--- config.mk ---
export PLATFORM = sky130hd
export DESIGN_NAME = lmac_reg_rd_arbiter
export DESIGN_NICKNAME = d
export VERILOG_FILES = /design/src/rtl/lmac_ctrl_pkg.sv /design/src/rtl/lmac_rr_arb.sv /design/src/rtl/lmac_reg_rd_arbiter.sv
export SDC_FILE = /design/constraint.sdc
export NUM_CORES = 1
export LEC_CHECK = 0
export CAP_MARGIN = 20
export CORE_UTILIZATION = 44
export CTS_CLUSTER_DIAMETER = 30
export DETAILED_ROUTE_END_ITERATION = 16
export MAX_ROUTING_LAYER = met4
export PLACE_DENSITY = 0.88
export SYNTH_ARGS = -nofsm -noshare
export SYNTH_HDL_FRONTEND = slang
export SYNTH_SLANG_ARGS = --single-unit
--- constraint.sdc ---
create_clock -name clk -period 5.9 [get_ports clk]
set_input_delay 0.59 -clock clk [delete_from_list [all_inputs] [get_ports clk]]
set_output_delay 0.59 -clock clk [all_outputs]
set_load 0.1 [all_outputs]
--- src/rtl/lmac_ctrl_pkg.sv ---
// Shared types and constants for the LMAC register-read arbiter.
// The optional read watchdog is enabled by defining LMAC_RD_TIMEOUT_EN.
package lmac_ctrl_pkg;

  localparam int unsigned LMAC_ADDR_W = 16;
  localparam int unsigned LMAC_DATA_W = 32;

  localparam logic [LMAC_DATA_W-1:0] LMAC_RD_TIMEOUT_DATA = 32'hDEAD_BEEF;

  typedef enum logic [1:0] {
    StIdle,
    StIssue,
    StWait,
    StResp
  } lmac_rd_state_e;

endpackage

--- src/rtl/lmac_rr_arb.sv ---
// Combinational rotating-priority picker: grants the first requester at or
// after ptr, searching upward with wrap-around.
module lmac_rr_arb #(
  parameter int unsigned NREQ  = 4,
  parameter int unsigned IDX_W = (NREQ > 1) ? $clog2(NREQ) : 1
) (
  input  logic [NREQ-1:0]  req,
  input  logic [IDX_W-1:0] ptr,
  output logic [NREQ-1:0]  grant,
  output logic [IDX_W-1:0] grant_idx
);

  always_comb begin
    logic        found;
    int unsigned idx;
    grant     = '0;
    grant_idx = '0;
    found     = 1'b0;
    idx       = 0;
    for (int unsigned k = 0; k < NREQ; k++) begin
      idx = (32'(ptr) + k) % NREQ;
      if (!found && req[idx]) begin
        found      = 1'b1;
        grant[idx] = 1'b1;
        grant_idx  = IDX_W'(idx);
      end
    end
  end

endmodule

--- src/rtl/lmac_reg_rd_arbiter.sv ---
// Round-robin sharing of the LMAC register-read port among NREQ requesters.
// Define LMAC_RD_TIMEOUT_EN to add a watchdog that aborts reads after TIMEOUT WAIT cycles.
module lmac_reg_rd_arbiter
  import lmac_ctrl_pkg::*;
#(
  parameter int unsigned NREQ    = 4,
  parameter int unsigned TIMEOUT = 256
) (
  input  logic                          clk,
  input  logic                          rst_n,
  input  logic [NREQ-1:0]               req_valid,
  input  logic [NREQ*LMAC_ADDR_W-1:0]   req_addr,
  output logic [NREQ-1:0]               req_ready,
  output logic [NREQ-1:0]               rsp_valid,
  output logic [LMAC_DATA_W-1:0]        rsp_data,
  output logic                          rsp_err,
  output logic                          busy,
  output logic [LMAC_ADDR_W-1:0]        host_addr_reg,
  output logic                          reg_rd_start,
  input  logic                          reg_rd_done_out,
  input  logic [LMAC_DATA_W-1:0]        FMAC_REGDOUT
);

  localparam int unsigned IdxW = (NREQ > 1) ? $clog2(NREQ) : 1;

  lmac_rd_state_e  state_q;
  logic [IdxW-1:0] ptr_q;
  logic [IdxW-1:0] gnt_idx_q;
  logic [NREQ-1:0] gnt_oh_q;
  logic [NREQ-1:0] arb_grant;
  logic [IdxW-1:0] arb_idx;
  logic            done_ok;

  lmac_rr_arb #(
    .NREQ  (NREQ),
    .IDX_W (IdxW)
  ) u_arb (
    .req       (req_valid),
    .ptr       (ptr_q),
    .grant     (arb_grant),
    .grant_idx (arb_idx)
  );

  // The strobe is still high in the first WAIT cycle; a done seen then cannot
  // belong to this read, so sampling starts one cycle later.
  assign done_ok = reg_rd_done_out & ~reg_rd_start;

`ifdef LMAC_RD_TIMEOUT_EN
  localparam logic [15:0] TimeoutLast = 16'(TIMEOUT - 1);
  logic [15:0] cnt_q;
`else
  logic unused_timeout;
  assign unused_timeout = ^32'(TIMEOUT);
  assign rsp_err        = 1'b0;
`endif

  always_ff @(posedge clk or negedge rst_n) begin
    if (!rst_n) begin
      state_q       <= StIdle;
      ptr_q         <= '0;
      gnt_idx_q     <= '0;
      gnt_oh_q      <= '0;
      req_ready     <= '0;
      rsp_valid     <= '0;
      rsp_data      <= '0;
      busy          <= 1'b0;
      host_addr_reg <= '0;
      reg_rd_start  <= 1'b0;
`ifdef LMAC_RD_TIMEOUT_EN
      rsp_err       <= 1'b0;
      cnt_q         <= '0;
`endif
    end else begin
      req_ready    <= '0;
      rsp_valid    <= '0;
      reg_rd_start <= 1'b0;
      unique case (state_q)
        StIdle: begin
          if (|req_valid) begin
            req_ready     <= arb_grant;
            host_addr_reg <= req_addr[32'(arb_idx)*LMAC_ADDR_W +: LMAC_ADDR_W];
            gnt_idx_q     <= arb_idx;
            gnt_oh_q      <= arb_grant;
            busy          <= 1'b1;
            state_q       <= StIssue;
          end
        end
        StIssue: begin
          reg_rd_start <= 1'b1;
          state_q      <= StWait;
`ifdef LMAC_RD_TIMEOUT_EN
          cnt_q        <= '0;
`endif
        end
        StWait: begin
          if (done_ok) begin
            rsp_data  <= FMAC_REGDOUT;
            rsp_valid <= gnt_oh_q;
            state_q   <= StResp;
`ifdef LMAC_RD_TIMEOUT_EN
            rsp_err   <= 1'b0;
          end else if (cnt_q == TimeoutLast) begin
            rsp_data  <= LMAC_RD_TIMEOUT_DATA;
            rsp_err   <= 1'b1;
            rsp_valid <= gnt_oh_q;
            state_q   <= StResp;
          end else begin
            cnt_q <= cnt_q + 16'd1;
`endif
          end
        end
        StResp: begin
          ptr_q   <= (gnt_idx_q == IdxW'(NREQ - 1)) ? '0 : gnt_idx_q + IdxW'(1);
          busy    <= 1'b0;
          state_q <= StIdle;
        end
        default: state_q <= StIdle;
      endcase
    end
  end

endmodule
# After elaboration in Yosys (flattened, before gate mapping)
# Cells that the tools add are included.
# W data, S select, Z words.
[op_classes]
n_div = 0
bitwise_logic = 5
multipliers = 0
n_lt_le_gt_ge = 8
n_addsub = 4
muxes = 38
reduce_logical = 17
shifts = 1
eq_ne = 6
[op_table]
columns = ["operator", "count"]
rows = [
  ["$shiftx A64 B7 Y16", 1],
  ["$mux W4", 8],
  ["$mux W2", 7],
  ["$mux W1", 13],
  ["$lt A2 B3 Y1 const B", 4],
  ["$or A4 B4 Y4", 3],
  ["$bmux W1 S2", 4],
  ["$demux W1 S2", 4],
  ["$ge A2 B1 Y1 const B", 4],
  ["$pmux W2 S4", 1],
  ["$reduce_and A2 Y1", 4],
  ["$logic_and A1 B1 Y1", 7],
  ["$eq A2 B2 Y1 const B", 3],
  ["$add A2 B1 Y2 const B", 2],
  ["$add A2 B2 Y2 const B", 2],
  ["$ne A2 B2 Y1 const B", 2],
  ["$reduce_or A4 Y1", 1],
  ["$logic_not A1 Y1", 3],
  ["$eq A2 B1 Y1 const B", 1],
  ["$logic_not A2 Y1", 1],
  ["$pmux W1 S2", 1],
  ["$reduce_bool A2 Y1", 1],
  ["$and A1 B1 Y1", 1],
  ["$not A1 Y1", 1],
]
[word_totals]
ram_bits = 0
elab_cells = 89
output_inout_bits = 59
rom_bits = 0
latch_bits = 0
n_memories = 0
register_bits = 68
input_bits = 103

# Longest topological paths before layout
# Gate-level depths: netlist of run 1.
[logic_depth]
word_depth = 14
mapped_depth = 11
ltp_nobuf = 8

# Cells and area by module
# A second synthesis of run 1 with hierarchy kept.
[hier_totals]
cells_unflattened = 231
hier_area_um2 = 3535.9
[modules_own_cells]
columns = ["mod", "cells_each", "seq_area_each_um2", "n_inst", "area_each_um2"]
rows = [
  ["lmac_reg_rd_arbiter", 183, 1701.6, 1, 3096.7],
  ["lmac_rr_arb", 48, 0.0, 1, 439.2],
]

# Worst setup path before layout of run 1
# OpenSTA, ideal clock, no wires.
[synth_path]
path_type = "reg-to-reg"
start = "register ptr_q[0]"
end = "register host_addr_reg[10]"
period_less_slack_ns = 2.826
t_arrival_ns = 2.700
required_time_ns = 5.774
stages_incl_launch_ff = 10
path_slack_ns = 3.074
setup_time_ns = 0.126
path_buffers = 2
path_cell_list = "dfrtp_1 buf_6 inv_1 ha_1 mux4_2 nor3b_2 o32a_1 buf_6 mux4_2 mux2_2"
[synth_via]
elab_chain_len = 13
elab_cells_between_ends = 25
cone_classes = "3 x add/sub; 1 x shift; 15 x mux; 6 x reduce/logical"
[synth_rtl]
columns = ["element", "line_no", "rtl"]
rows = [
  ["from (decl)", "lmac_reg_rd_arbiter.sv:27", "logic [IdxW-1:0] ptr_q;"],
  ["from (signal assigned)", "lmac_reg_rd_arbiter.sv:113", "ptr_q <= (gnt_idx_q == IdxW'(NREQ - 1)) ? '0 : gnt_idx_q + IdxW'(1);"],
  ["parallel branches: the longest is 11 deep, another holds $add A2 B1 Y2", "--", ""],
  ["$mux W2 *", "lmac_rr_arb.sv:22", "if (!found && req[idx]) begin"],
  ["$shiftx A64 B7 Y16 *", "lmac_reg_rd_arbiter.sv:81", "host_addr_reg <= req_addr[32'(arb_idx)*LMAC_ADDR_W +: LMAC_ADDR_W];"],
  ["to (signal assigned)", "lmac_reg_rd_arbiter.sv:81", ""],
  ["to (decl)", "lmac_reg_rd_arbiter.sv:18", "output logic [LMAC_ADDR_W-1:0] host_addr_reg,"],
]
# Mark *: on every way between the ends. The select of a mux whose other input is x is not followed.
# A chain may end at the register's enable or synchronous reset.

# Worst setup path after layout of run 1
[layout_path]
start = "register ptr_q[0]"
end = "register host_addr_reg[9]"
# The elaborated chain is that of the path after synthesis.

==> results.md, run 1 <==
Timing:
- The count of final setup violators is 0.
- The final critical path takes up 59.10% of the cycle.
- The worst relative slew slack is 30.85%.
- For the pin with the worst max-slew slack, the measured transition is 1.033 ns.
- Setup repair after global routing left no endpoint under its margin.
- For the final database, setup skew stands at 0.005373 ns.
- The fmax is 286.8 MHz.
- The number of hold violations in the final report was 0.
- The final critical delay including setup and external delays is 3.487 ns.
- The total count of max-transition violations in the final report is 0.
- The aggregate negative setup slack is 0 ns.

Yosys:
- When the netlist entered floorplanning its net count stood at 383.
- Yosys mapped the design onto 31 distinct sky130hd cell types.
- The total of warnings raised by yosys is 0.
- Ranked by total cell area, the synthesized netlist is headed by dfrtp_1, mux2_2, mux2i_1.
- In this run the cell area of the synthesized design comes to 3372 um^2.
- Summing the sequential cell areas from Yosys gives 50.46% of the chip area.
- The top cell type's share of synthesized area is 50.46%.
- The average cell area after synthesis is 12.58 um^2.
- The post-synthesis cell type with the largest combined area is dfrtp_1.
- Synthesis produced 268 cells.
- In this run, synthesis produced a sequential element count of 68.

Finish:
- Of the cells placed in the final design, the portion with a size suffix greater than 1 is 16.08%.
- The count of fill cells added during filler insertion is 532.
- The number of nets in the layout is 539.
- The relative area change from synthesis to final layout is 54.51%.
- The number of diodes added for antenna fixing is 0.
- The flip-flop count of the largest register, all copies and words added is 32.

Clock tree:
- Buffers inserted during clock tree synthesis total 9.
- The cts-stage hold buffer count is 0.
- The total setup buffers inserted after CTS is 0.
- The worst-skew pair later-pin latency is 0.34 ns.
- TritonCTS built the clock tree.
- The number of buffers between clock root and the deepest sink is 2.
- The tree is rooted in a clkbuf_8.
- The post-cts repair resize count is 0.
- The TritonCTS sink count is 68.
- The clock transition time at the flip-flop clock pins of the worst setup and hold paths is 0.07 ns.
- The depth of the CTS H-tree is 3.

Global routing:
- After global routing the overflow that remains totals 0.
- Entering global routing, the biggest net connects 69 pins.
- The overall track demand over capacity in global routing is 21.00%.
- The initial antenna violation count is 0.
- The number of global-route vias before repair was 2631.
- The first global-routing pass estimated 12110 um of wire.

Floorplanning:
- The overall die width is 89.54 um.
- The initial standard-cell utilization of the core is 46.00%.
- The floorplan has 31 rows.
- The floorplan step defined a die boundary enclosing 8017 um^2.
- The die is 89.54 um tall.
- The number of ports placed on the die boundary is 162.
- The core region is 7331 um^2.

Place:
- The post-DP HPWL is 6127 um.
- Input and output buffers added on the ports amount to 160.
- The final weighted congestion in routability-driven placement is 0.9178.

Route:
- Before antenna repair, the detailed router went through 4 iterations.
- The mean routed wirelength per cell is 15.63 um.
- After detailed routing, the number of vias per cell comes to 5.123.
- The number of violations reported at the end of detailed-routing iteration 0 is 80.
- The number of nets with antenna violations after detailed routing is 0.
- The routed layout has 2705 vias.
- The aggregate routed wire length is 8250 um.
- The post-route met1 wirelength is 3245 um.
- Detailed routing placed a total of 684 um of wire on met3.
- The detailed route wirelength on metal2 is 4212 um.
- In the routed design, unresolved DRC markers number 0.
- The highest metal layer carrying signal wires in the routed design is met4.

Outcome:
- The flow ran to the end, and the final reports show no timing, DRC or antenna violations.

Worst setup path:
- Of all nets on the critical path, the largest fanout is 12.
- The kind of launch point of the worst setup path is a register.
- The worst endpoint required time is 6.13 ns.
- For the worst setup path, the data arrival time is 3.71 ns.
- The worst setup path is of the register to register kind.
- The worst setup path is captured at a register.

Worst hold path:
- The worst min-delay path class is primary input to async pin.

Job:
- The tool flagged a number of max-cap violations equal to 0.
-- metal layers --
layer	GRT usage [%]	up-vias
met5	-	-
met4	9.524	0
met3	5.817	9
met2	35.19	141
met1	23.27	1277
li1	-	1278
-- layout make-up --
class / instances / area (um^2) / area share [%]
tap: 99 / 123.9 / 2.378
multi-input combinational: 174 / 1538 / 29.51
timing repair buffer: 162 / 1612 / 30.93
clock inverter: 6 / 63.81 / 1.225
inverter: 9 / 33.78 / 0.6484
clock buffer: 10 / 137.6 / 2.642
sequential: 68 / 1702 / 32.66
-- worst max-delay path, cell delays in order (launching register included) --
cell and delay, ns:
dfrtp_1 0.64, inv_1 0.22, ha_1 0.43, mux4_2 0.42, nor3b_2 0.34, o32a_1 0.50
mux4_2 0.56, mux2_2 0.26
-- cells in the mapped netlist --
| cell | number |
|---|---|
| nand2b_1 | 1 |
| buf_6 | 3 |
| nor2_1 | 18 |
| o211ai_1 | 1 |
| nor3b_2 | 1 |
| mux2i_1 | 26 |
| dlygate4sd3_1 | 1 |
| mux4_2 | 8 |
| conb_1 | 1 |
| o21ai_0 | 10 |
| and2_2 | 1 |
| a211oi_1 | 3 |
| buf_4 | 4 |
| nand2_1 | 24 |
| o32a_1 | 1 |
| ha_1 | 12 |
| nor4_1 | 1 |
| buf_1 | 1 |
| nor2b_1 | 2 |
| nand3_1 | 1 |
| nor3_1 | 1 |
| mux2_2 | 39 |
| or2_1 | 1 |
| o221ai_1 | 11 |
| inv_1 | 9 |
| clkbuf_1 | 6 |
| a22oi_1 | 5 |
| a221oi_1 | 4 |
| nand3b_1 | 2 |
| dfrtp_1 | 68 |
| buf_2 | 2 |
-- worst paths after layout --
| kind | end | cells after the start | startpoint | slack, ns |
|---|---|---|---|---|
| min in group clk | gnt_oh_q[0] | 2 | gnt_oh_q[0] | 0.48 |
| hold / removal | host_addr_reg[1] | 2 | rst_n | 0.42 |
| max in group asynchronous | rsp_data[3] | 2 | rst_n | 4.93 |
| hold reg to reg | gnt_oh_q[0] | 2 | gnt_oh_q[0] | 0.48 |
| setup / recovery | host_addr_reg[9] | 7 | ptr_q[0] | 2.41 |
| setup reg to reg | host_addr_reg[9] | 7 | ptr_q[0] | 2.41 |
-- cells by family (layout without fill, tap and decap cells) --
group,count (synthesis),in the layout,share of synthesized area (%)
buffers and inverters,26,187,4.267
adder cells (fa/ha/maj),12,12,4.453
multiplexers,73,73,26.09
other,1,1,0.1112
AO/OA/AOI/OAI,35,35,7.681
AND/OR/NAND/NOR,53,53,6.939
flip-flops,68,68,50.46
-- through the flow --
| stage | cells | cell area, um^2 | utilization, % | hold slack (ns) | setup slack (ns) |
|---|---|---|---|---|---|
| final | 528 | 5210 | 71.07 | 0.4210 | 2.413 |
| after floorplan | 268 | 3372 | - | 0.2944 | 3.074 |
| after global placement | 512 | 5009 | 68.32 | 0.4631 | 2.419 |
| after global routing | 528 | 5210 | 71.07 | 0.5033 | 2.065 |
| after CTS | 528 | 5210 | 71.07 | 0.4541 | 2.444 |
| after detailed placement | 512 | 5009 | 68.32 | 0.4708 | 2.288 |
-- placed cells by master, fill, tap and decap left out, drive strengths merged --
master,count
a211oi,3
a221oi,4
nor2,18
dfrtp,68
o21ai,10
nor2b,2
inv,9
nor3b,1
mux4,8
o221ai,11
conb,1
bufinv,1
o211ai,1
clkinv,3
clkbuf,10
a22oi,5
nand3b,2
mux2,39
clkdlybuf4s50,159
buf,3
nor3,1
and2,1
clkinvlp,2
nand2b,1
nand3,1
nor4,1
mux2i,26
nand2,24
ha,12
o32a,1
or2,1
Power of run 1 is left out: the tool's default activity adds up to more than one toggle a clock period on the data nets, which glitch-free logic cannot reach.
==> run 2: changes to the inputs <==
- CORE_UTILIZATION: 44 -> 41
- PLACE_DENSITY: 0.88 -> 0.83
- clock period: 5.9 -> 3.4 ns (I/O delays scaled with it)
==> run 2 against run 1 <==
Effect of this change:
- flip-flop and latch count did not move
- setup slack got worse by 2.0 ns
- routed wire length grew 1.2%
- via count grew 0.85%
- die area up 7.2%
- clock skew grew 0.0039 ns
- cell count rose by 1.7%
- register-to-register slack got worse by 2.0 ns
- first-iteration DRC count down 31%
==> results.md, run 2 (synthesis gave the netlist of run 1 again) <==
Global routing:
- The global-route wire length before repair is 13340 um.
- The total congestion overflow is 0.
- The number of global-route vias before repair was 2716.
- The initial antenna violation count is 0.
- The largest net degree at the start of global routing is 45.
- In the global route stage, overall resource usage came out at 20.85%.

Place:
- Input and output buffers added on the ports amount to 160.
- The congestion estimate from routability-driven global placement came to 0.8275.
- The post-DP HPWL is 6547 um.
- The worst setup timing slack at the placement stage is 0.06717 ns.

Clock tree:
- The post-cts repair resize count is 0.
- The clock transition time at the flip-flop clock pins of the worst setup and hold paths is 0.07 ns.
- The clock tree from TritonCTS is done.
- Clock tree synthesis found a total of 68 sinks.
- The number of CTS-inserted buffers is 9.
- The cts-stage hold buffer count is 0.
- The H-tree was split into 3 levels.
- The worst-skew pair later-pin latency is 0.33 ns.
- The total setup buffers inserted after CTS is 0.
- The clock root buffer master is clkbuf_8.
- The longest clock path from root to sink contains 2 buffers.

Worst setup path:
- The worst setup path is of the register to register kind.
- The worst endpoint required time is 3.62 ns.
- In this run the critical register-to-register path is captured at host_addr_reg[9].
- The kind of launch point of the worst setup path is a register.
- In this run the register-to-register setup slack is 0.39 ns.
- STA classifies the critical path endpoint as a register.
- The number of cells on the worst reg-to-reg path is 7.
- Data on the critical path arrives at its endpoint at 3.23 ns.
- The start of the worst register-to-register path is ptr_q[0].
- The maximum fanout encountered on the critical timing path is 8.

Worst hold path:
- The worst min-delay path class is primary input to async pin.

Finish:
- Leaving out fill and tap cells, the most frequent cells in the layout are clkdlybuf4s50_1, dfrtp_1, mux2_2.
- The flip-flop count of the largest register, all copies and words added is 32.
- The share of layout cells above drive strength 1 is 17.24%.
- The net count of the finished layout is 545.
- The area occupied by registers is 1702 um^2.
- The commonest non-fill, non-tap cell in the layout is clkdlybuf4s50_1.
- The relative area change from synthesis to final layout is 56.59%.
- 0 antenna diodes ended up in the layout.
- Counting the fill cells in the layout gives 601.
- Summing all multi-input logic gate instances after layout gives 1538 um^2.

Floorplanning:
- The number of ports placed on the die boundary is 162.
- The standard-cell row count is 32.
- The die covers 8591 um^2.
- The vertical extent of the die is 92.69 um.
- The die is 92.69 um wide.
- The initial standard-cell utilization of the core is 42.97%.
- The core area is 7848 um^2.

Timing:
- For the pin with the worst max-slew slack, the measured transition is 1.006 ns.
- Setup violations remaining at the end of the flow were counted as 0.
- The number of hold violations in the final report is 0.
- The aggregate negative setup slack is 0 ns.
- The final cycle utilization of the critical path is 88.43%.
- The total count of max-transition violations in the final report is 0.
- For the final database, setup skew stands at 0.009225 ns.
- Derived from the worst setup path, the maximum achievable clock frequency is 332.6 MHz.
- The clock period could shrink to 3.006 ns.
- Once routing completed, OpenROAD measured the worst setup slack at 0.3935 ns.
- Setup repair after global routing left no endpoint under its margin.
- The worst relative slew slack is 32.69%.

Route:
- The via density per instance is 5.080.
- The routed layout has 2728 vias.
- In this run the remaining antenna-violating nets after routing total 0.
- The aggregate routed wire length is 8345 um.
- The number of violations reported at the end of detailed-routing iteration 0 is 55.
- The number of design rule violations left after detail routing is 0.
- The first detailed-routing pass took 4 iterations.
- Dividing the detail-routed wire length by the instance count gives 15.54 um.

Outcome:
- The run finished with clean final reports.

Job:
- Across the run, the number of max-cap violations was 0.
==> run 2: changes by cell type in the layout (fill, tap and decap cells not counted) <==
cell        delta
clkbuf_8       -1
clkinvlp_4     -1
inv_6          +1
bufinv_16      +1
clkinv_4       +1
buf_4          +6
clkinv_2       -1
==> run 2: how the worst max path moves through the flow <==
stage | endpoint | depth (start not counted) | start | slack [ns]
5_1_grt | host_addr_reg[15] | 9 | ptr_q[0] | 0.1
3_3_place_gp | host_addr_reg[13] | 7 | req_valid[1] | 0.20
2_1_floorplan | host_addr_reg[10] | 9 | ptr_q[0] | 0.57
6_report | host_addr_reg[9] | 7 | ptr_q[0] | 0.39
3_5_place_dp | host_addr_reg[7] | 8 | req_valid[1] | 0.07
4_1_cts | host_addr_reg[9] | 7 | ptr_q[0] | 0.36
==> run 2: stage by stage <==
step,hold slack (ns),instance area (um^2),instances,util (%)
floorplan,0.04441,3372,268,-
global placement,0.4630,5057,521,64.45
detailed placement,0.4725,5057,521,64.45
CTS,0.1664,5280,537,67.28
global route,0.2186,5280,537,67.28
finish,0.1483,5280,537,67.28
==> run 2: layout make-up <==
| class | count | area share [%] |
|---|---|---|
| inverters | 9 | 0.6398 |
| clock inverters | 7 | 1.872 |
| well taps | 102 | 2.417 |
| flip-flops and latches | 68 | 32.23 |
| multi-input cells | 174 | 29.12 |
| repair buffers | 168 | 31.37 |
| clock buffers | 9 | 2.346 |
==> run 2: per-layer routing <==
metal  part of all wire [%]  routed length [um]  global-route usage, %  vias to the layer above
met5                      0                   0                      -                        -
met4                   0.80                  67                  5.641                        0
met3                    7.7                 641                  6.158                        8
met2                     50                4214                  34.26                      132
met1                     41                3421                  25.17                     1289
li1                       -                   -                      -                     1299
==> run 2: worst max-delay path: stages (launching register included) <==
cell	delay, ns
dfrtp_1	0.38
inv_1	0.18
ha_1	0.33
mux4_2	0.40
nor3b_2	0.32
o32a_1	0.45
mux4_2	0.57
mux2_2	0.27
Power of run 2 is left out for the same reason.
==> run 3: changes to the inputs <==
--- a/config.mk
+++ b/config.mk
@@ -9,4 +9,5 @@
 export CORE_UTILIZATION = 41
 export CTS_CLUSTER_DIAMETER = 30
+export CTS_CLUSTER_SIZE = 16
 export DETAILED_ROUTE_END_ITERATION = 16
 export MAX_ROUTING_LAYER = met4
==> constraint.sdc (replaced) <==
create_clock -name clk -period 3.4 [get_ports clk]
set_input_delay 0.68 -clock clk [delete_from_list [all_inputs] [get_ports clk]]
set_output_delay 0.68 -clock clk [all_outputs]
set_load 0.1 [all_outputs]
==> run 3 against run 2 <==
Effect of this change:
- fmax fell by 2.4%
- clock skew down 0.0022 ns
- routed wire length increased by 6.0%
- utilization increased by 1.0 points
- cell count grew 1.1%
- cell area is 1.5% higher
- critical endpoint is now host_addr_reg[7]
==> results.md, run 3 (synthesis gave the netlist of run 1 again) <==
Finish:
- In the final layout, the share of cells above drive strength 1 is 21.77%.
- The number of diodes added for antenna fixing is 0.
- The count of fill cells added during filler insertion is 594.
- The area growth from synthesis to layout is 58.92%.
- The flip-flop count of the largest register, all copies and words added is 32.
- The non-filler instance count after layout is 543.
- In the final design database the tool counted 552 nets.
- The library cells used most frequently in the layout, excluding fill and tap cells, are clkdlybuf4s50_1, dfrtp_1, mux2_2.
- The commonest non-fill, non-tap cell in the layout is clkdlybuf4s50_1.

Clock tree:
- The tree is rooted in a clkbuf_8.
- The number of buffers between clock root and the deepest sink is 2.
- Gates resized during post-CTS repair numbered 0.
- The TritonCTS sink count is 68.
- The worst-skew pair later-pin latency is 0.34 ns.
- The total setup buffers inserted after CTS is 0.
- The cts-stage hold buffer count is 0.
- Clock-pin slew was measured on the worst setup and hold paths at 0.08 ns.
- The number of CTS-inserted buffers is 9.
- TritonCTS built the clock tree.
- The depth of the CTS H-tree is 3.

Worst setup path:
- The critical path arrival is 3.28 ns.
- The kind of critical path is primary input to register.
- For the worst setup path, the data required time is 3.60 ns.
- Along the worst path, the maximum fanout reaches 14.
- STA classifies the critical path startpoint as a primary input.
- The type of element capturing the critical path is a register.

Outcome:
- The run finished with clean final reports.

Job:
- Max-cap violations in this run came to 0.

Floorplanning:
- The core region is 7848 um^2.
- In this run the vertical extent of the chip is 92.69 um.
- The standard-cell row count is 32.
- The initial standard-cell utilization of the core is 42.97%.
- The overall die width is 92.69 um.
- 162 I/O pins were placed.
- The die covers 8591 um^2.

Global routing:
- For met3 alone, demand over resource in global routing was 6.240%.
- The largest net degree at the start of global routing is 47.
- The initial antenna violation count is 0.
- The global routing met1 resource utilization is 22.87%.
- Across every metal layer, demand over resource in global routing totals 21.35%.
- The total overflow left after global routing is 0.
- For this run, global-route usage on met2 was measured as 37.16%.
- In this run the most used layer during global routing was met2.
- The number of global-route vias before repair is 2862.
- The first global-routing pass estimated 13590 um of wire.

Place:
- The total placed cells including tap cells is 527.
- The final weighted congestion in routability-driven placement is 0.8321.
- The wire-length estimate of the detail-placed layout is 6755 um.
- The number of input and output port buffers inserted is 160.

Route:
- Dividing the detail-routed via count by the number of cells gives 5.168.
- Summing over every cut layer, the via total after detailed routing is 2806.
- The count of nets left with antenna violations once routing finished came out at 0.
- For this block, the initial DRC count from the detailed router was 40.
- For this block, the routed nets add up to 8844 um of wire.
- Before antenna repair, the detailed router went through 4 iterations.
- The mean routed wirelength per cell is 16.29 um.
- The number of design rule violations left after detail routing is 0.

Timing:
- The worst relative slew slack is 33.07%.
- At the pin with the least slew margin, the transition time is 1.001 ns.
- Based on the critical path, the design can be clocked at up to 324.7 MHz.
- The final cycle utilization of the critical path is 90.59%.
- Setup repair after global routing left no endpoint under its margin.
- Setup violations remaining at the end of the flow were counted as 0.
- The total count of max-transition violations in the final report is 0.
- The clock period could shrink to 3.080 ns.
- The worst clock skew is 0.007024 ns.
- The number of hold violations in the final report is 0.

Worst hold path:
- The tightest min-delay check is of the primary input to async pin type.
-- run 3: cell count changes in the layout (fill, tap and decap cells not counted) --
| cell | before | now |
|---|---|---|
| buf_12 | 0 | 2 |
| buf_4 | 8 | 28 |
| bufinv_16 | 2 | 4 |
| clkdlybuf4s50_1 | 159 | 144 |
| clkinv_2 | 1 | 0 |
| clkinvlp_4 | 1 | 0 |
| inv_6 | 1 | 0 |
-- run 3: per-layer routing --
| metal | vias to the layer above | wire length (um) |
|---|---|---|
| met5 | - | 0 |
| met4 | 0 | 144 |
| met3 | 15 | 720 |
| met2 | 131 | 4517 |
| met1 | 1357 | 3461 |
| li1 | 1303 | - |
-- run 3: layout make-up --
type	count	area (um^2)	share of cell area, %
timing repair buffer	175	1697	31.66
sequential	68	1702	31.75
tap	102	127.6	2.382
clock inverter	6	137.6	2.568
multi-input combinational	174	1538	28.69
inverter	9	33.78	0.6304
clock buffer	9	123.9	2.311
-- run 3: worst paths after layout --
check	startpoint	to	slack, ns	depth (start not counted)
setup / recovery	req_valid[0]	host_addr_reg[7]	0.32	8
max in group asynchronous	rst_n	host_addr_reg[5]	2.53	3
min in group clk	gnt_oh_q[0]	gnt_oh_q[0]	0.49	2
setup reg to reg	ptr_q[0]	host_addr_reg[7]	0.49	9
hold reg to reg	gnt_oh_q[0]	gnt_oh_q[0]	0.49	2
hold / removal	rst_n	gnt_oh_q[1]	0.18	1
-- run 3: through the flow --
step / utilization [%] / hold slack (ns) / TNS, ns / worst slack, ns / instance area, um^2
3_5_place_dp: 64.70 / 0.4720 / -0.02384 / -0.02384 / 5077
3_3_place_gp: 64.70 / 0.4649 / 0 / 0.1364 / 5077
6_report: 68.29 / 0.1772 / 0 / 0.3198 / 5359
5_1_grt: 68.29 / 0.1671 / 0 / 0.1638 / 5359
2_1_floorplan: - / 0.3844 / 0 / 0.5745 / 3372
4_1_cts: 68.03 / 0.4898 / 0 / 0.3458 / 5339
-- run 3: worst max-delay path, stage by stage --
cell,delay [ns]
clkdlybuf4s50_1,0.53
mux4_2,0.59
nor2b_1,0.32
o21ai_0,0.20
o21ai_4,0.26
buf_4,0.31
mux2i_1,0.24
o221ai_1,0.14
Power of run 3 is left out for the same reason.
==> RTL edit (settings of run 3) <==
Make the reset (`rst_n`) synchronous in one clocked block.
--- a/src/rtl/lmac_reg_rd_arbiter.sv
+++ b/src/rtl/lmac_reg_rd_arbiter.sv
@@ -54,7 +54,7 @@
   assign rsp_err        = 1'b0;
 `endif
 
-  always_ff @(posedge clk or negedge rst_n) begin
+  always_ff @(posedge clk) begin
     if (!rst_n) begin
       state_q       <= StIdle;
       ptr_q         <= '0;
Function: differs if rst_n is asserted again (counterexample within 4 cycles, from zero or initial values and one cycle with rst_n low); with rst_n held inactive, the same outputs for 4 cycles.
==> RTL edit against run 3 <==
- area after synthesis increased by 1.6%
- critical endpoint is now host_addr_reg[7]
- non-clock buffer count shrank 1
- critical path type unchanged
- routed wire length is 7.8% higher
- setup slack improved by 170 ps
- cell area fell by 1.6%
- first-iteration DRC count rose to 4.0 times the old value
- hold slack improved by 280 ps
- sequential cell count unchanged
==> RTL edit: results (changes against run 3) <==
* Outcome: complete, no violations
* Fraction of met1 tracks used by global routing at 27.0% (+4.2 points)
* Worst Hold End: rsp_data[12]
* Post-synth ARST share at 0% (-100 points)
* Placed instance area at 5070 um^2 (about the same)
* Total number of H-tree levels at 3 (unchanged)
* Worst-case hold slack at 456 ps (+279 ps)
* Global-route track usage on met2 at 37.4% (+0.22 points)
* Final critical-path required period at 2910 ps (-172 ps)
* Compound-cell area share of the yosys netlist at 20.7% (+13 points)
* Vias in the first global route at 3285 (+15%)
* Multiplexer area fraction after synthesis at 13.5% (-13 points)
* Cells taking the most area after synthesis: dfxtp_1 40%, mux2i_1 8.5%, nand2_1 8.3%, a21oi_1 6.1%, o221ai_1 4.1%
* Drt initial violations at 160 (+300%)
* DRT Pass-1 Iters at 5 (+1)
* Number of placed instances, taps included at 636 (+21%)
* Aggregate global-route resource usage at 22.6% (+1.2 points)
* Core region area at 7890 um^2 (+0.51%)
* Minimum setup slack among reg-to-reg paths at 540 ps (+50 ps)
* Seq/Total Area, Yosys at 39.8% (-11 points)
* Met3 wirelength from detailed routing at 614 um (-15%)
* Worst slew margin at 32.8% (-0.30 points)
* Cell types with the highest counts after synthesis: 76 x nand2_1, 68 x dfxtp_1, 42 x a21oi_1
* Global routing usage on met3 at 3.74% (-2.5 points)
* Worst setup skew after layout at 8.58 ps (+1.56 ps)
* Final layout net count at 658 (+19%)
* Number of distinct library cells after synthesis at 45 (+45%)
* Count of clock buffers in the final design at 12 (+3)
* Maximum VDD drop at 0.664 mV
* Global-route wire length before repair at 15200 um (+12%)
* Detail Route met2 WL at 4670 um (+3.5%)
* Worst setup startpoint: req_valid[2]
* Detailed placement HPWL at 7140 um (+5.6%)
* Clock latency on the worst-skew pair at 330 ps
* Most instantiated flip-flop cell in the synthesis netlist: dfxtp_1
* WL met1 at 4010 um (+16%)
* Path class of the lowest-slack min-delay path: register to register
* Pre-CTS WS at 149 ps (+173 ps)
* Max Fanout on Critical Path at 20 (+6)
* Final weighted congestion in routability-driven placement at 0.859 (+3.2%)
* Largest net degree at the start of global routing at 40 (-15%)
* Post-synthesis net count at 503 (+31%)
* Post_cts resized at 0 (unchanged)
* Buffers excl. clock at 174 (-0.57%)
* Capturing element of the worst setup path: host_addr_reg[7]
* Reg-to-reg startpoint: ptr_q[0]
* Clk cell area share at 3.84% (-1.0 points)
* Multi-input logic cell count at 286 (+64%)
* End of the worst register-to-register path: host_addr_reg[7]
* Final wirelength at 9530 um (+7.8%)
* Layout fillers at 639 (+7.6%)
* Vias at 3442 (+23%)
* Synth Area in Adders at 3.65% (-0.80 points)
* Data arrival time of the critical path at 3110 ps (-170 ps)
* Synthesized area divided by synthesized cell count at 8.78 um^2 (-30%)
* Fraction of area in multi-input gates at 35.7% (+7.0 points)
* Seq area share at 25.8% (-5.9 points)
* Fraction of cell area in non-clock buffers at 31.8% (+0.12 points)
==> RTL edit: cell count changes after synthesis, sizes merged, moves of 11 or more <==
| cell | before | now |
|---|---|---|
| dfxtp | 0 | 68 |
| a21oi | 0 | 42 |
| nand2 | 24 | 76 |
| dfrtp | 68 | 0 |
| clkbuf | 6 | 17 |
| nand3 | 1 | 13 |
| mux2 | 39 | 11 |
==> RTL edit: power breakdown <==
part | total (W) | switching [W] | internal [W]
Combinational | 0.00215 | 0.00154 | 0.000612
Clock | 0.000670 | 0.000293 | 0.000377
Sequential | 0.00107 | 0.000103 | 0.000970
==> RTL edit: critical path: stages <==
cell             delay [ps]
clkdlybuf4s50_1         570
buf_4                   190
nand3b_1                110
a2111o_1                160
nand3_2                 150
o22ai_4                 620
buf_4                   260
mux2i_1                 210
o221ai_1                130
